## src/rtl/mult16_seq_if.sv

```systemverilog
// Handshake and operand/result bundle for the sequential 16x16 multiplier.
// The master issues requests; the slave (the multiplier) returns status and results.
interface mult16_seq_if;
   logic        start;
   logic [15:0] a;
   logic [15:0] b;
   logic        busy;
   logic        done;
   logic [15:0] product;
   logic [15:0] product_hi;
   logic        overflow;

   modport master (
      output start, a, b,
      input  busy, done, product, product_hi, overflow
   );

   modport slave (
      input  start, a, b,
      output busy, done, product, product_hi, overflow
   );
endinterface

```

## src/rtl/mult16_seq.sv

```systemverilog
// Shift-and-add unsigned 16x16 multiplier: one Adder16 pass per cycle, 16 steps,
// full 32-bit product plus an overflow flag for low-half-only consumers.
module Adder16 (
   input  logic [15:0] a,
   input  logic [15:0] b,
   input  logic        cin,
   output logic [15:0] sum,
   output logic        cout
);
   logic carry;

   // Ripple chain kept in one procedural loop so each stage sees the previous carry.
   always_comb begin
      sum   = '0;
      carry = cin;
      for (int i = 0; i < 16; i++) begin
         sum[i] = a[i] ^ b[i] ^ carry;
         carry  = (a[i] & b[i]) | (carry & (a[i] ^ b[i]));
      end
      cout = carry;
   end
endmodule

module mult16_seq (
   input  logic         clock,
   input  logic         reset_n,
   mult16_seq_if.slave  bus
);
   typedef enum logic [1:0] {IDLE, RUN, DONE} state_t;

   state_t      state_q, state_d;
   logic [15:0] m_q, m_d;
   logic [15:0] p_q, p_d;
   logic [15:0] q_q, q_d;
   logic        c_q, c_d;
   logic [4:0]  cnt_q, cnt_d;
   logic        busy_q, busy_d;
   logic        done_q, done_d;
   logic [15:0] prod_lo_q, prod_lo_d;
   logic [15:0] prod_hi_q, prod_hi_d;
   logic        ovf_q, ovf_d;

   logic [15:0] add_sum;
   logic        add_cout;

   Adder16 u_add (
      .a    (p_q),
      .b    (m_q),
      .cin  (1'b0),
      .sum  (add_sum),
      .cout (add_cout)
   );

   always_comb begin
      state_d   = state_q;
      m_d       = m_q;
      p_d       = p_q;
      q_d       = q_q;
      c_d       = c_q;
      cnt_d     = cnt_q;
      busy_d    = busy_q;
      done_d    = 1'b0;
      prod_lo_d = prod_lo_q;
      prod_hi_d = prod_hi_q;
      ovf_d     = ovf_q;

      unique case (state_q)
         IDLE: begin
            if (bus.start) begin
               m_d     = bus.a;
               q_d     = bus.b;
               p_d     = '0;
               c_d     = 1'b0;
               cnt_d   = '0;
               busy_d  = 1'b1;
               state_d = RUN;
            end
         end
         RUN: begin
            // The adder carry lands in P[15] after the shift, so no bit is lost.
            if (q_q[0]) begin
               c_d = add_cout;
               p_d = {add_cout, add_sum[15:1]};
               q_d = {add_sum[0], q_q[15:1]};
            end else begin
               c_d = 1'b0;
               p_d = {1'b0, p_q[15:1]};
               q_d = {p_q[0], q_q[15:1]};
            end
            cnt_d = cnt_q + 5'd1;
            if (cnt_q == 5'd15) begin
               prod_lo_d = q_d;
               prod_hi_d = p_d;
               ovf_d     = |p_d;
               busy_d    = 1'b0;
               done_d    = 1'b1;
               state_d   = DONE;
            end
         end
         DONE: begin
            state_d = IDLE;
         end
         default: begin
            state_d = IDLE;
            busy_d  = 1'b0;
         end
      endcase
   end

   always_ff @(posedge clock) begin
      if (!reset_n) begin
         state_q   <= IDLE;
         m_q       <= '0;
         p_q       <= '0;
         q_q       <= '0;
         c_q       <= 1'b0;
         cnt_q     <= '0;
         busy_q    <= 1'b0;
         done_q    <= 1'b0;
         prod_lo_q <= '0;
         prod_hi_q <= '0;
         ovf_q     <= 1'b0;
      end else begin
         state_q   <= state_d;
         m_q       <= m_d;
         p_q       <= p_d;
         q_q       <= q_d;
         c_q       <= c_d;
         cnt_q     <= cnt_d;
         busy_q    <= busy_d;
         done_q    <= done_d;
         prod_lo_q <= prod_lo_d;
         prod_hi_q <= prod_hi_d;
         ovf_q     <= ovf_d;
      end
   end

   assign bus.busy       = busy_q;
   assign bus.done       = done_q;
   assign bus.product    = prod_lo_q;
   assign bus.product_hi = prod_hi_q;
   assign bus.overflow   = ovf_q;
endmodule

```

## src/flat_wrapper.sv

```systemverilog
// flat-port wrapper written by rule: the top's interface ports become plain ports
module mult16_seq_flat 
  (clock, reset_n, bus_start, bus_a, bus_b, bus_busy, bus_done, bus_product, bus_product_hi, bus_overflow);
  mult16_seq_if bus_i ();
  input  logic clock;
  input  logic reset_n;
  input wire logic [$bits(bus_i.start)-1:0] bus_start;
  input wire logic [$bits(bus_i.a)-1:0] bus_a;
  input wire logic [$bits(bus_i.b)-1:0] bus_b;
  output wire logic [$bits(bus_i.busy)-1:0] bus_busy;
  output wire logic [$bits(bus_i.done)-1:0] bus_done;
  output wire logic [$bits(bus_i.product)-1:0] bus_product;
  output wire logic [$bits(bus_i.product_hi)-1:0] bus_product_hi;
  output wire logic [$bits(bus_i.overflow)-1:0] bus_overflow;
  assign bus_i.start = bus_start;
  assign bus_i.a = bus_a;
  assign bus_i.b = bus_b;
  assign bus_busy = bus_i.busy;
  assign bus_done = bus_i.done;
  assign bus_product = bus_i.product;
  assign bus_product_hi = bus_i.product_hi;
  assign bus_overflow = bus_i.overflow;
  mult16_seq u_core (.clock(clock), .reset_n(reset_n), .bus(bus_i));
endmodule
```

## config.mk

```make
export PLATFORM = sky130hd
export DESIGN_NAME = mult16_seq_flat
export DESIGN_NICKNAME = d
export VERILOG_FILES = /design/src/rtl/mult16_seq_if.sv /design/src/rtl/mult16_seq.sv /design/src/flat_wrapper.sv
export SDC_FILE = /design/constraint.sdc
export NUM_CORES = 1
export LEC_CHECK = 0
export CAP_MARGIN = 20
export CORE_MARGIN = 2
export CORE_UTILIZATION = 35
export CTS_BUF_LIST = sky130_fd_sc_hd__clkbuf_8 sky130_fd_sc_hd__clkbuf_16
export CTS_CLUSTER_SIZE = 20
export DETAILED_ROUTE_END_ITERATION = 8
export GPL_ROUTABILITY_DRIVEN = 0
export GPL_TIMING_DRIVEN = 0
export PLACE_DENSITY = 0.64
export SETUP_SLACK_MARGIN = 0.5
export SKIP_LAST_GASP = 1
export SYNTH_ARGS = -nofsm -noshare
export SYNTH_HDL_FRONTEND = slang
export SYNTH_SLANG_ARGS = --single-unit
export TNS_END_PERCENT = 20
```

## constraint.sdc

```tcl
create_clock -name clock -period 7.8 [get_ports clock]
set_input_delay 1.56 -clock clock [delete_from_list [all_inputs] [get_ports clock]]
set_output_delay 1.56 -clock clock [all_outputs]
set_load 0.01 [all_outputs]
```

[After elaboration in Yosys (flattened, before gate mapping)]
Index checks and enable logic that the tools add are counted.
Storage, ports and cells
  logic and storage cells: 119
  flip-flop bits (word level): 90
  output and inout port bits: 35
  input bits: 35
Cells by class
  mux-type cells: 16
  reduce and logical (&&, ||, !) cells: 9
  eq/ne operators: 5
  bitwise logic cells: 78
  add/subtract/negate cells: 1
Operator list (number)
  2-to-1 mux 16 bit: 5
  one-hot mux 16 bit (2 select lines): 2
  bitwise AND 1 bit: 31
  XOR 1 bit: 31
  OR reduction 16 bit: 1
  OR 1 bit: 15
  one-hot mux 5 bit (2 select lines): 1
  AND reduction 2 bit: 5
  adder 5 x 1 -> 5 bit, second input constant: 1
  == test 5 x 4 -> 1 bit, second input constant: 1
  2-to-1 mux 5 bit: 1
  2-to-1 mux 2 bit: 2
  one-hot mux 2 bit (2 select lines): 1
  2-to-1 mux 1 bit: 3
  one-hot mux 1 bit (3 select lines): 1
  AND reduction 3 bit: 1
  == test 2 x 1 -> 1 bit, second input constant: 1
  == test 2 bit, second input constant: 1
  zero test 2 bit: 1
  != test 2 x 1 -> 1 bit, second input constant: 1
  != test 2 bit, second input constant: 1
  nonzero test 2 bit: 1
  inverter 1 bit: 1

[Longest topological paths before layout]
Gate-level depths: netlist (run 1).
  depth in word-level cells: 34
  gate-level depth with buffers: 22
  mapped depth without buffers: 22

[Cells and area by module]
A second synthesis (run 1) with hierarchy kept.
Second synthesis, totals
  cell total of the unflattened synthesis: 458
  area total of the unflattened synthesis: 4211.5 um^2
By module, submodules not included
  mult16_seq: area an instance 3853.7 um^2, instances 1, cells each 432, sequential area each 1801.7 um^2
  Adder16: area an instance 357.8 um^2, instances 1, cells each 26, sequential area each 0.0 um^2

[Worst setup path before layout (run 1)]
No wires, ideal clock.
  kind: reg-to-reg
  start point: register u_core.p_q[0]
  end point: register u_core.ovf_q, in the netlist u_core.bus.overflow
  clock period less this slack: 7.874 ns
  setup time: 0.122 ns
  data arrival time: 7.751 ns
  slack: -0.074 ns
  required time: 7.678 ns
  buffers on the path: 0
  cell stages (with the launch flop): 23
  cell sequence: dfxtp_1 > ha_1 > fa_1 > fa_1 > fa_1 > fa_1 > fa_1 > fa_1 > fa_1 > fa_1 > fa_1 > fa_1 > fa_1 > fa_1 > inv_1 > fa_1 > inv_1 > fa_1 > fa_1 > nor4_1 > a22oi_1 > nor3_1 > a21oi_1
On the way
  longest elaborated chain between the ends: 34
  elaborated cells on any way between the ends: 49
  those cells by class: mux: 2; bitwise: 46; reduce/logical: 1
Ends and longest elaborated chain
  start: declaration: line mult16_seq.sv:33  | logic [15:0] p_q, p_d;
  start signal: assignment: line mult16_seq.sv:126  | p_q <= p_d;
  bitwise AND 1 bit *: line mult16_seq.sv:18  | carry = (a[i] & b[i]) | (carry & (a[i] ^ b[i]));
  bitwise AND 1 bit: line mult16_seq.sv:18
  OR 1 bit: line mult16_seq.sv:18
  bitwise AND 1 bit: line mult16_seq.sv:18
  OR 1 bit: line mult16_seq.sv:18
  bitwise AND 1 bit: line mult16_seq.sv:18
  OR 1 bit: line mult16_seq.sv:18
  bitwise AND 1 bit: line mult16_seq.sv:18
  (+18 left out)
  OR 1 bit: line mult16_seq.sv:18
  bitwise AND 1 bit: line mult16_seq.sv:18
  OR 1 bit: line mult16_seq.sv:18
  bitwise AND 1 bit: line mult16_seq.sv:18
  OR 1 bit: line mult16_seq.sv:18
  2-to-1 mux 16 bit *: line mult16_seq.sv:81  | if (q_q[0]) begin
  2-to-1 mux 16 bit *: line mult16_seq.sv:67  | unique case (state_q)
  OR reduction 16 bit *: line mult16_seq.sv:94  | ovf_d = |p_d;
  end signal: assignment: line mult16_seq.sv:134  | ovf_q <= ovf_d;
  end: declaration: line mult16_seq.sv:41  | logic ovf_q, ovf_d;
Every way passes the cells marked *; elsewhere a longest branch is shown, timed or not. The select of a mux whose other input is x is not followed.
A chain may end at the register's enable or synchronous reset.

[Worst setup path in the final report (run 1)]
Same ends and word-level chain as after synthesis.

==> results of run 1 <==
==> through the flow <==
step	setup WS (ns)	hold slack, ns
floorplan	0.500	0.435
global placement	0.160	0.448
detailed placement	0.0955	0.453
CTS	0.505	0.463
global route	0.477	0.470
finish	0.720	0.462
==> synthesized netlist by cell type (4+ instances only) <==
cell / count / area share
and2_1: 17 / 0.026
dfxtp_1: 90 / 0.44
clkbuf_1: 14 / 0.013
nor2_1: 35 / 0.032
a22oi_1: 5 / 0.0092
inv_1: 7 / 0.0064
nor3_1: 8 / 0.0098
nand2_1: 85 / 0.078
mux2i_1: 15 / 0.037
nand3_1: 19 / 0.023
buf_4: 5 / 0.0092
o21ai_0: 16 / 0.020
fa_1: 15 / 0.073
a21boi_0: 28 / 0.051
o221ai_1: 9 / 0.019
buf_6: 6 / 0.017
o211a_1: 14 / 0.034
o221ai_2: 4 / 0.015
buf_2: 8 / 0.0098
a21boi_1: 11 / 0.020
a21oi_1: 5 / 0.0061
==> layout make-up <==
type                            count  area [um2]
Clock buffer                        9         225
Buffer                             33         198
Fill cell                        1157        6120
Multi-Input combinational cell    312        2110
Sequential cell                    90        1800
Tap cell                          143         179
Inverter                            7        26.3
Timing Repair Buffer               69         688
Clock inverter                      7        76.3
==> power groups by stage <==
stage / Clock, uW / Combinational, uW / Sequential (uW)
after floorplan: 0 / 70.6 / 495
after global placement: 0 / 110 / 497
after detailed placement: 0 / 112 / 498
after CTS: 449 / 113 / 488
after global routing: 467 / 127 / 490
final: 440 / 115 / 488
==> flip-flops by register name (all words and copies together) (netlist names) <==
name,flops
u_core.bus.product,16
u_core.bus.product_hi,16
u_core.m_q,16
u_core.p_q,16
u_core.q_q,16
u_core.cnt_q,5
u_core.state_q,2
u_core.bus.busy,1
u_core.bus.done,1
u_core.bus.overflow,1
==> worst max path at each step <==
stage / start / end / slack, ns / cells after the start
3_3_place_gp: u_core.p_q[0] / u_core.bus.overflow / 0.16 / 22
4_1_cts: u_core.p_q[0] / u_core.bus.overflow / 0.50 / 22
2_1_floorplan: u_core.p_q[0] / u_core.bus.overflow / 0.50 / 22
3_5_place_dp: u_core.p_q[0] / u_core.bus.overflow / 0.1 / 22
5_1_grt: u_core.p_q[0] / u_core.bus.overflow / 0.48 / 22
6_report: u_core.p_q[0] / u_core.bus.overflow / 0.72 / 22
==> cell families after synthesis <==
kind of cell,count (synthesis),synth area share
buf+inv,40,0.0547
compound gates,98,0.186
simple gates,180,0.197
mux,16,0.0394
fa+ha+maj,18,0.0826
flops,90,0.440
==> critical path, delay by kind of cell (launching register included) <==
| kind | cells | cell delay, ns |
|---|---|---|
| compound gates | 2 | 0.24 |
| fa+ha+maj | 16 | 5.83 |
| buf+inv | 2 | 0.15 |
| flops | 1 | 0.33 |
| simple gates | 2 | 0.42 |
==> metal layers <==
metal | vias to the layer above | wire length, um | track usage
li1 | 1667 | - | -
met4 | 0 | 186 | 0.0488
met1 | 1604 | 4930 | 0.223
met5 | - | 0 | 0
met2 | 111 | 4900 | 0.284
met3 | 14 | 596 | 0.0470
==> what timing repair did <==
| item | CTS | global route |
|---|---|---|
| endpoints found under the hold margin | 0 | 0 |
| setup endpoints to repair | 3 | 1 |
| hold buffers | 0 | 0 |
| buffers inserted | 0 | 1 |
| pin swaps | 7 | 8 |
| gates resized for setup | 4 | 1 |
==> cell usage in the layout (no fill, tap or decap), types with 5 or more instances in the layout <==
cell and instances:
a21boi_0 28, o221ai_1 9, nand2_1 85, clkdlybuf4s50_1 68, buf_6 6, a21boi_1 11, clkbuf_16 9, a22oi_1 5
a21oi_1 5, o21ai_0 16, buf_2 8, fa_2 12, and2_1 17, clkbuf_1 14, nor2_1 35, buf_4 6
nand3_1 19, inv_1 8, mux2i_1 15, o211a_1 14, dfxtp_1 90, nor3_1 7
==> summary.md, run 1 <==
| Metric | Value |
|---|---|
| Initial Util | 0.358 |
| CTS tree | built |
| N_diodes | 0 |
| Max Cap Viol | 0 |
| CP max stage cell | fa_1 |
| Cell Area, Placed | 4970 um2 |
| Worst r2r path cells | 22 |
| Ys flop type | dfxtp_1 |
| Total routed wirelength | 10.6 mm |
| CP Launch Type | flop |
| RSZ-0062 raised after global routing | false |
| Final nets | 575 |
| Peak Freq | 141 MHz |
| P_leak | 0.00211 uW |
| R2R setup slack | 0.72 ns |
| Total vias in the final route | 3396 |
| CTS sink cnt | 90 |
| Async set-reset flop share out of synthesis | 0 |
| Hold Path End | u_core.m_q[13] |
| Worst path max stage delay | 0.53 ns |
| Post-DRT Antenna Nets | 0 |
| Detailed placer's ending HPWL | 7.86 mm |
| Fin Clk Skew | 0.00701 ns |
| Warnings, synthesis | 0 |
| Overflow after GRT | 0 |
| Register area share after synthesis | 0.440 |
| Die H | 112 um |
| R2R Path End | u_core.bus.overflow |
| Overall Power | 1040 uW |
| Fraction of layout cells with a size suffix above 1 | 0.110 |
| Power Density | 197 nW/um2 |
| Net Sw Frac | 0.253 |
| Boundary pin count | 70 |
| Post-route cell area | 5300 um2 |
| Max-slew violation count | 0 |
| Core Area | 11400 um2 |
| Global-route wire length before repair | 17.3 mm |
| Cell variety after synth | 39 |
| Max_slew headroom | 0.618 |
| Max Root-Sink Buffers | 2 |
| I/O Buffers | 68 |
| Outcome | complete, no violations |
| CP arrival | 7.31 ns |
| Most used cell, CP | fa_2 |
| Pre-Repair DR Iteration Count | 4 |
| Syn nets | 495 |
| H-tree Lvls | 3 |
| Die width | 112 um |
| Worst setup EP type | flop |
| CP Class | reg2reg |
| Switch Pwr | 264 uW |
| Post-synthesis area per instance | 9.26 um2 |
| Post-synth EDFFs | 0 |
| Worst-path clk slew | 0.07 ns |
| CTS Root Cell | clkbuf_16 |
| Die area | 12600 um2 |
| Worst Hold Class | reg2reg |
| Clock power frac | 0.422 |
| Synth Register Bits | 90 |
| Area delta synth->final | 29.6% |
| CTS buffer count | 9 |
| Crit-path max FO | 3 |
| Tmin final | 7.08 ns |
| DP Cell Count | 653 |
| Flop pwr share | 0.468 |
| Hold path startpoint | u_core.m_q[13] |
| Combinational Power Share | 0.110 |
| Clock Latency Late Sink | 0.34 ns |
| Fin util | 0.464 |
| Period utilisation layout | 0.908 |
| CP Cell Sequence | ha_1 > fa_2 > fa_2 > fa_2 > fa_2 > fa_2 > fa_2 > fa_2 > fa_2 > fa_2 > fa_2 > fa_2 > fa_1 > inv_1 > fa_1 > inv_1 > fa_2 > fa_1 > nor4_2 > a22oi_1 > nor3_2 > a21oi_1 |
| Hold depth | 2 |
| FP Rows | 39 |
| Mapped Cells | 442 |
| GR Util All Layers | 0.172 |
| Hold Vio Cnt, Final | 0 |
| Drt drc | 0 |
| Routed length per instance | 15.8 um |
| Number of setup violations in the final report | 0 |
| VDD IR max | 0.000117 V |
| Initial drt markers | 176 |
| Internal power | 779 uW |
| Via/cell ratio | 5.07 |
| Vias in the first global route | 3438 |
| Initial antenna violation count | 0 |
| Setup TNS | 0 ns |
| Worst-margin pin slew | 0.573 ns |
| Largest net degree at the start of global routing | 17 |
| Worst r2r src | u_core.p_q[0] |
| Post-route non-filler standard cell count | 670 |
| CP Data Required Time | 8.03 ns |
| Synth Cell Area | 4090 um2 |
Note: power is estimated with default switching activity, not from simulation.
==> run 2: changes to the inputs <==
DONT_BUFFER_PORTS = 1   (was not set)
PLACE_DENSITY = 0.56   (was 0.64)
SLEW_MARGIN = 20   (was not set)
==> run 2 against run 1 <==
  * Critical path depth shrank 1
  * Critical endpoint is now u_core.p_q[14]
  * Global-route usage shrank 0.22 points
  * Design area shrank 13%
  * Critical path type unchanged
  * Sequential power is essentially flat
  * Sequential share of layout area grew 5.0 points
  * Die area is the same
  * Total power shrank 1.4%
  * Largest cell class unchanged
  * Clock skew grew 0.0016 ns
==> summary.md, run 2 (synthesized netlist as in run 1, its figures left out) <==
| Metric | Value |
|---|---|
| Hold Path End | u_core.m_q[13] (unchanged) |
| Global-route wire length before repair | 16.9 mm (was 17.3 mm) |
| Routed length per instance | 17.3 um (was 15.8 um) |
| Fin Clk Skew | 0.00861 ns (was 0.00701 ns) |
| Overall Power | 1030 uW (was 1040 uW) |
| Worst r2r src | u_core.p_q[0] (unchanged) |
| Vias in the first global route | 3162 (was 3438) |
| GR Util All Layers | 0.170 (was 0.172) |
| Period utilisation layout | 0.901 (was 0.908) |
| Setup TNS | 0 ns (unchanged) |
| Max Root-Sink Buffers | 2 (unchanged) |
| Post-CTS setup buffers | 0 (unchanged) |
| Worst r2r path cells | 21 (was 22) |
| Hold depth | 2 (unchanged) |
| CP max stage cell | fa_2 (was fa_1) |
| Outcome | complete, no violations (unchanged) |
| CTS Root Cell | clkbuf_16 (unchanged) |
| Buf/Inv on CP | 2 (unchanged) |
| Max-slew violation count | 0 (unchanged) |
| Detailed placer's ending HPWL | 7.64 mm (was 7.86 mm) |
| Worst-path clk slew | 0.06 ns (was 0.07 ns) |
| Largest net degree at the start of global routing | 16 (was 17) |
| Hold Vio Cnt, Final | 0 (unchanged) |
| Drt drc | 0 (unchanged) |
| VDD IR max | 0.000102 V (was 0.000117 V) |
| Commonest cells after routing, fill and taps aside | 90 x dfxtp_1, 85 x nand2_1, 35 x nor2_1 (was 90 x dfxtp_1, 85 x nand2_1, 68 x clkdlybuf4s50_1) |
| H-tree Lvls | 3 (unchanged) |
| CP Class | reg2reg (unchanged) |
| I/O Buffers | 0 (was 68) |
| Post-route cell area | 4620 um2 (was 5300 um2) |
| Crit-path max FO | 3 (unchanged) |
| Core Area | 11400 um2 (unchanged) |
| Post-DRT Antenna Nets | 0 (unchanged) |
| Clock Latency Late Sink | 0.34 ns (about the same) |
| Via/cell ratio | 5.25 (was 5.07) |
| Die H | 112 um (unchanged) |
| CTS tree | built (unchanged) |
| Number of setup violations in the final report | 0 (unchanged) |
| Area delta synth->final | 12.9% (was 29.6%) |
| Worst-margin pin slew | 0.523 ns (was 0.573 ns) |
| Pre-Repair DR Iteration Count | 5 (was 4) |
| N_diodes | 0 (unchanged) |
| Initial drt markers | 244 (was 176) |
| Max Cap Viol | 0 (unchanged) |
| Tmin final | 7.03 ns (was 7.08 ns) |
| CTS buffer count | 9 (unchanged) |
| CP arrival | 7.26 ns (was 7.31 ns) |
| Die area | 12600 um2 (unchanged) |
| Commonest non-fill, non-tap cell in the layout | dfxtp_1 (unchanged) |
| Overflow after GRT | 0 (unchanged) |
| Initial antenna violation count | 0 (unchanged) |
| Power Density | 223 nW/um2 (was 197 nW/um2) |
| Peak Freq | 142 MHz (was 141 MHz) |
| Most used cell, CP | fa_2 (unchanged) |
| Final nets | 506 (was 575) |
| Worst path max stage delay | 0.50 ns (was 0.53 ns) |
| Worst setup EP type | flop (unchanged) |
| Die width | 112 um (unchanged) |
| FP Rows | 39 (unchanged) |
| Fraction of layout cells with a size suffix above 1 | 0.131 (was 0.110) |
| CTS sink cnt | 90 (unchanged) |
| R2R Path End | u_core.p_q[14] (was u_core.bus.overflow) |
| FILL cells | 1161 (was 1157) |
| Boundary pin count | 70 (unchanged) |
| CP Launch Type | flop (unchanged) |
| RSZ-0062 raised after global routing | false (unchanged) |
| Hold path startpoint | u_core.m_q[13] (unchanged) |
| CP Cell Sequence | ha_1 > fa_2 > fa_2 > fa_2 > fa_2 > fa_2 > fa_2 > fa_2 > fa_2 > fa_2 > fa_2 > fa_2 > fa_1 > inv_2 > fa_1 > inv_1 > fa_2 > fa_2 > mux2i_1 > o21ai_0 > and2_1 (was ha_1 > fa_2 > fa_2 > fa_2 > fa_2 > fa_2 > fa_2 > fa_2 > fa_2 > fa_2 > fa_2 > fa_2 > fa_1 > inv_1 > fa_1 > inv_1 > fa_2 > fa_1 > nor4_2 > a22oi_1 > nor3_2 > a21oi_1) |
| Total routed wirelength | 10.4 mm (was 10.6 mm) |
| CP top delay family | adder cells (unchanged) |
| P_leak | 0.00186 uW (was 0.00211 uW) |
| CP Data Required Time | 8.03 ns (about the same) |
| Cell Area, Placed | 4290 um2 (was 4970 um2) |
| Total vias in the final route | 3153 (was 3396) |
| Worst Hold Class | reg2reg (unchanged) |
| Initial Util | 0.358 (unchanged) |
| R2R setup slack | 0.77 ns (was 0.72 ns) |
| Max_slew headroom | 0.651 (was 0.618) |
-- run 2: worst max path at each step --
stage | from | to | slack, ns | cells after the start
6_report | u_core.p_q[0] | u_core.p_q[14] | 0.77 | 21
5_1_grt | u_core.p_q[0] | u_core.bus.overflow | 0.55 | 22
3_3_place_gp | u_core.p_q[0] | u_core.bus.overflow | 0.16 | 22
2_1_floorplan | u_core.p_q[0] | u_core.bus.overflow | 0.50 | 22
4_1_cts | u_core.p_q[0] | u_core.bus.overflow | 0.51 | 22
3_5_place_dp | u_core.p_q[0] | u_core.bus.overflow | 0.17 | 22
-- run 2: per-stage QoR --
stage	worst slack [ns]	cells	utilization	hold slack (ns)
after floorplan	0.500	442	-	0.435
final	0.769	601	0.404	0.461
after global routing	0.552	601	0.404	0.498
after CTS	0.508	601	0.403	0.465
after global placement	0.156	585	0.376	0.448
after detailed placement	0.166	585	0.376	0.456
-- run 2: final cells by class --
cell class	count	area, um2	area share
multi-input combinational	312	2110	0.457
buffer	33	198	0.0428
tap	143	179	0.0387
clock inverter	6	65.1	0.0141
clock buffer	10	239	0.0517
sequential	90	1800	0.390
inverter	7	26.3	0.00569
-- run 2: repair_timing --
item                       in CTS  in global routing
setup endpoints to repair       3                  2
hold endpoints to repair        0                  0
hold buffers                    0                  0
pin swaps                       6                  8
resized for setup               3                  4
-- run 2: layer usage --
layer / global-route usage / wire (um) / vias up
li1: - / - / 1535
met1: 0.228 / 4780 / 1510
met2: 0.272 / 4820 / 99
met3: 0.0513 / 710 / 9
met4: 0.0390 / 65 / 0
met5: 0 / 0 / -
-- run 2: power breakdown --
part / internal, uW / total [uW] / switching (uW)
sequential: 475 / 488 / 13.2
clock: 258 / 443 / 186
combinational: 38.4 / 96.4 / 58.0
-- run 2: worst min-delay path, cell delays in order (launching register included) --
cell	delay [ns]
dfxtp_1	0.31
nand2_1	0.05
a21boi_1	0.05
==> run 3: changes to the inputs <==
GPL_TIMING_DRIVEN = not set   (was 0)
==> run 3 against run 2 <==
  * Worst hold slack improved by 0.011 ns
  * Global-route usage decreased by 2.6 points
  * Clock-buffer cell count unchanged
  * Critical path type unchanged
  * Largest cell class unchanged
  * Highest routed layer unchanged
==> summary.md, run 3 (synthesized netlist as in run 1, its figures left out) <==
| Metric | Value |
|---|---|
| Outcome | complete, no violations (unchanged) |
| Setup TNS | 0 ns (unchanged) |
| Pre-Repair DR Iteration Count | 4 (was 5) |
| RSZ-0062 raised after global routing | false (unchanged) |
| Worst Hold Class | reg2reg (unchanged) |
| CP Data Required Time | 8.02 ns (was 8.03 ns) |
| Final nets | 477 (was 506) |
| CP arrival | 7.25 ns (was 7.26 ns) |
| Crit-path max FO | 3 (unchanged) |
| Die area | 12600 um2 (unchanged) |
| Initial Util | 0.358 (unchanged) |
| N_diodes | 0 (unchanged) |
| Post-CTS Hold Fix Bufs | 0 (unchanged) |
| Cell Area, Placed | 4130 um2 (was 4290 um2) |
| Commonest non-fill, non-tap cell in the layout | dfxtp_1 (unchanged) |
| Total vias in the final route | 2945 (was 3153) |
| Boundary pin count | 70 (unchanged) |
| Worst setup EP type | flop (unchanged) |
| Max Cap Viol | 0 (unchanged) |
| Number of setup violations in the final report | 0 (unchanged) |
| Core Area | 11400 um2 (unchanged) |
| CP Class | reg2reg (unchanged) |
| Post-DRT Antenna Nets | 0 (unchanged) |
| Post-route cell area | 4500 um2 (was 4620 um2) |
| Fraction of layout cells with a size suffix above 1 | 0.107 (was 0.131) |
| Worst-path clk slew | 0.06 ns (about the same) |
| Initial antenna violation count | 0 (unchanged) |
| CP Launch Type | flop (unchanged) |
| Overflow after GRT | 0 (unchanged) |
| Hold slack | 0.472 ns (was 0.461 ns) |
| Tmin final | 7.03 ns (about the same) |
| Fin Clk Skew | 0.00585 ns (was 0.00861 ns) |
| Max-slew violation count | 0 (unchanged) |
| P_leak | 0.00179 uW (was 0.00186 uW) |
| GR Util All Layers | 0.144 (was 0.170) |
| Global-route wire length before repair | 14.7 mm (was 16.9 mm) |
| Post-CTS setup buffers | 0 (unchanged) |
| Area delta synth->final | 10.0% (was 12.9%) |
| Commonest cells after routing, fill and taps aside | 90 x dfxtp_1, 85 x nand2_1, 35 x nor2_1 (unchanged) |
| CTS tree | built (unchanged) |
| Routed length per instance | 15.9 um (was 17.3 um) |
| H-tree Lvls | 3 (unchanged) |
| Vias in the first global route | 2853 (was 3162) |
| Hold Vio Cnt, Final | 0 (unchanged) |
| FP Rows | 39 (unchanged) |
| I/O Buffers | 0 (unchanged) |
| Fin util | 0.394 (was 0.404) |
| Initial drt markers | 251 (was 244) |
| Clock Latency Late Sink | 0.34 ns (about the same) |
| Period utilisation layout | 0.901 (about the same) |
| CTS Root Cell | clkbuf_16 (unchanged) |
| Die width | 112 um (unchanged) |
| VDD IR max | 0.000134 V (was 0.000102 V) |
| Hold depth | 2 (unchanged) |
| Largest net degree at the start of global routing | 91 (was 16) |
| Max Root-Sink Buffers | 2 (unchanged) |
| Overall Power | 1070 uW (was 1030 uW) |
| CTS sink cnt | 90 (unchanged) |
| Via/cell ratio | 5.15 (was 5.25) |
| Peak Freq | 142 MHz (about the same) |
| Detailed placer's ending HPWL | 5.77 mm (was 7.64 mm) |
| Die H | 112 um (unchanged) |
| Max_slew headroom | 0.571 (was 0.651) |
| CTS buffer count | 9 (unchanged) |
| Drt drc | 0 (unchanged) |
| Total routed wirelength | 9.08 mm (was 10.4 mm) |
| Worst-margin pin slew | 0.643 ns (was 0.523 ns) |
| Power Density | 238 nW/um2 (was 223 nW/um2) |
| R2R setup slack | 0.77 ns (about the same) |
| Worst r2r path cells | 22 (was 21) |
==> run 3: final cells by class <==
class                      count  area (um2)
fill                        1160        6920
multi-input combinational    312        2110
sequential                    90        1800
clock buffer                  10         239
tap                          143         179
clock inverter                 6         113
timing repair buffer           4        30.0
inverter                       7        26.3
==> run 3: timing repair <==
action                                  in CTS  in global routing
endpoints found under the setup margin       3                  1
resized for setup                            2                  5
pin swaps                                    7                  7
==> run 3: path summary, 6_finish.rpt <==
check	startpoint	end
max	u_core.p_q[0]	u_core.bus.overflow
min	u_core.m_q[13]	u_core.m_q[13]
max reg2reg	u_core.p_q[0]	u_core.bus.overflow
min reg2reg	u_core.m_q[13]	u_core.m_q[13]
==> run 3: power breakdown <==
| part | switching [uW] | internal, uW | leakage, uW |
|---|---|---|---|
| registers | 13.2 | 475 | 0.000732 |
| clock network | 183 | 323 | 0.000173 |
| logic | 44.7 | 32.3 | 0.000886 |
==> run 3: metal layers <==
| metal | vias up | routed length, um | track usage |
|---|---|---|---|
| met5 | - | 0 | 0 |
| met4 | 0 | 102 | 0.0390 |
| met3 | 9 | 610 | 0.0443 |
| met2 | 83 | 3830 | 0.213 |
| met1 | 1376 | 4540 | 0.206 |
| li1 | 1477 | - | - |
==> run 3: per-stage QoR <==
step	std cells	setup WS [ns]
after floorplan	442	0.500
after global placement	556	0.295
after detailed placement	556	0.255
after CTS	572	0.545
after global routing	572	0.551
final	572	0.774
==> run 3: critical path, cell delays in order, from the launching register on <==
cell	delay (ns)
dfxtp_1	0.32
ha_2	0.20
fa_2	0.39
fa_2	0.35
fa_2	0.40
fa_2	0.40
fa_2	0.39
fa_2	0.35
fa_2	0.41
fa_2	0.40
fa_2	0.36
fa_2	0.36
fa_2	0.40
fa_2	0.39
inv_2	0.06
fa_1	0.16
inv_1	0.06
fa_2	0.39
fa_1	0.53
nor4_2	0.15
a22oi_1	0.12
nor3_1	0.22
a21oi_1	0.09
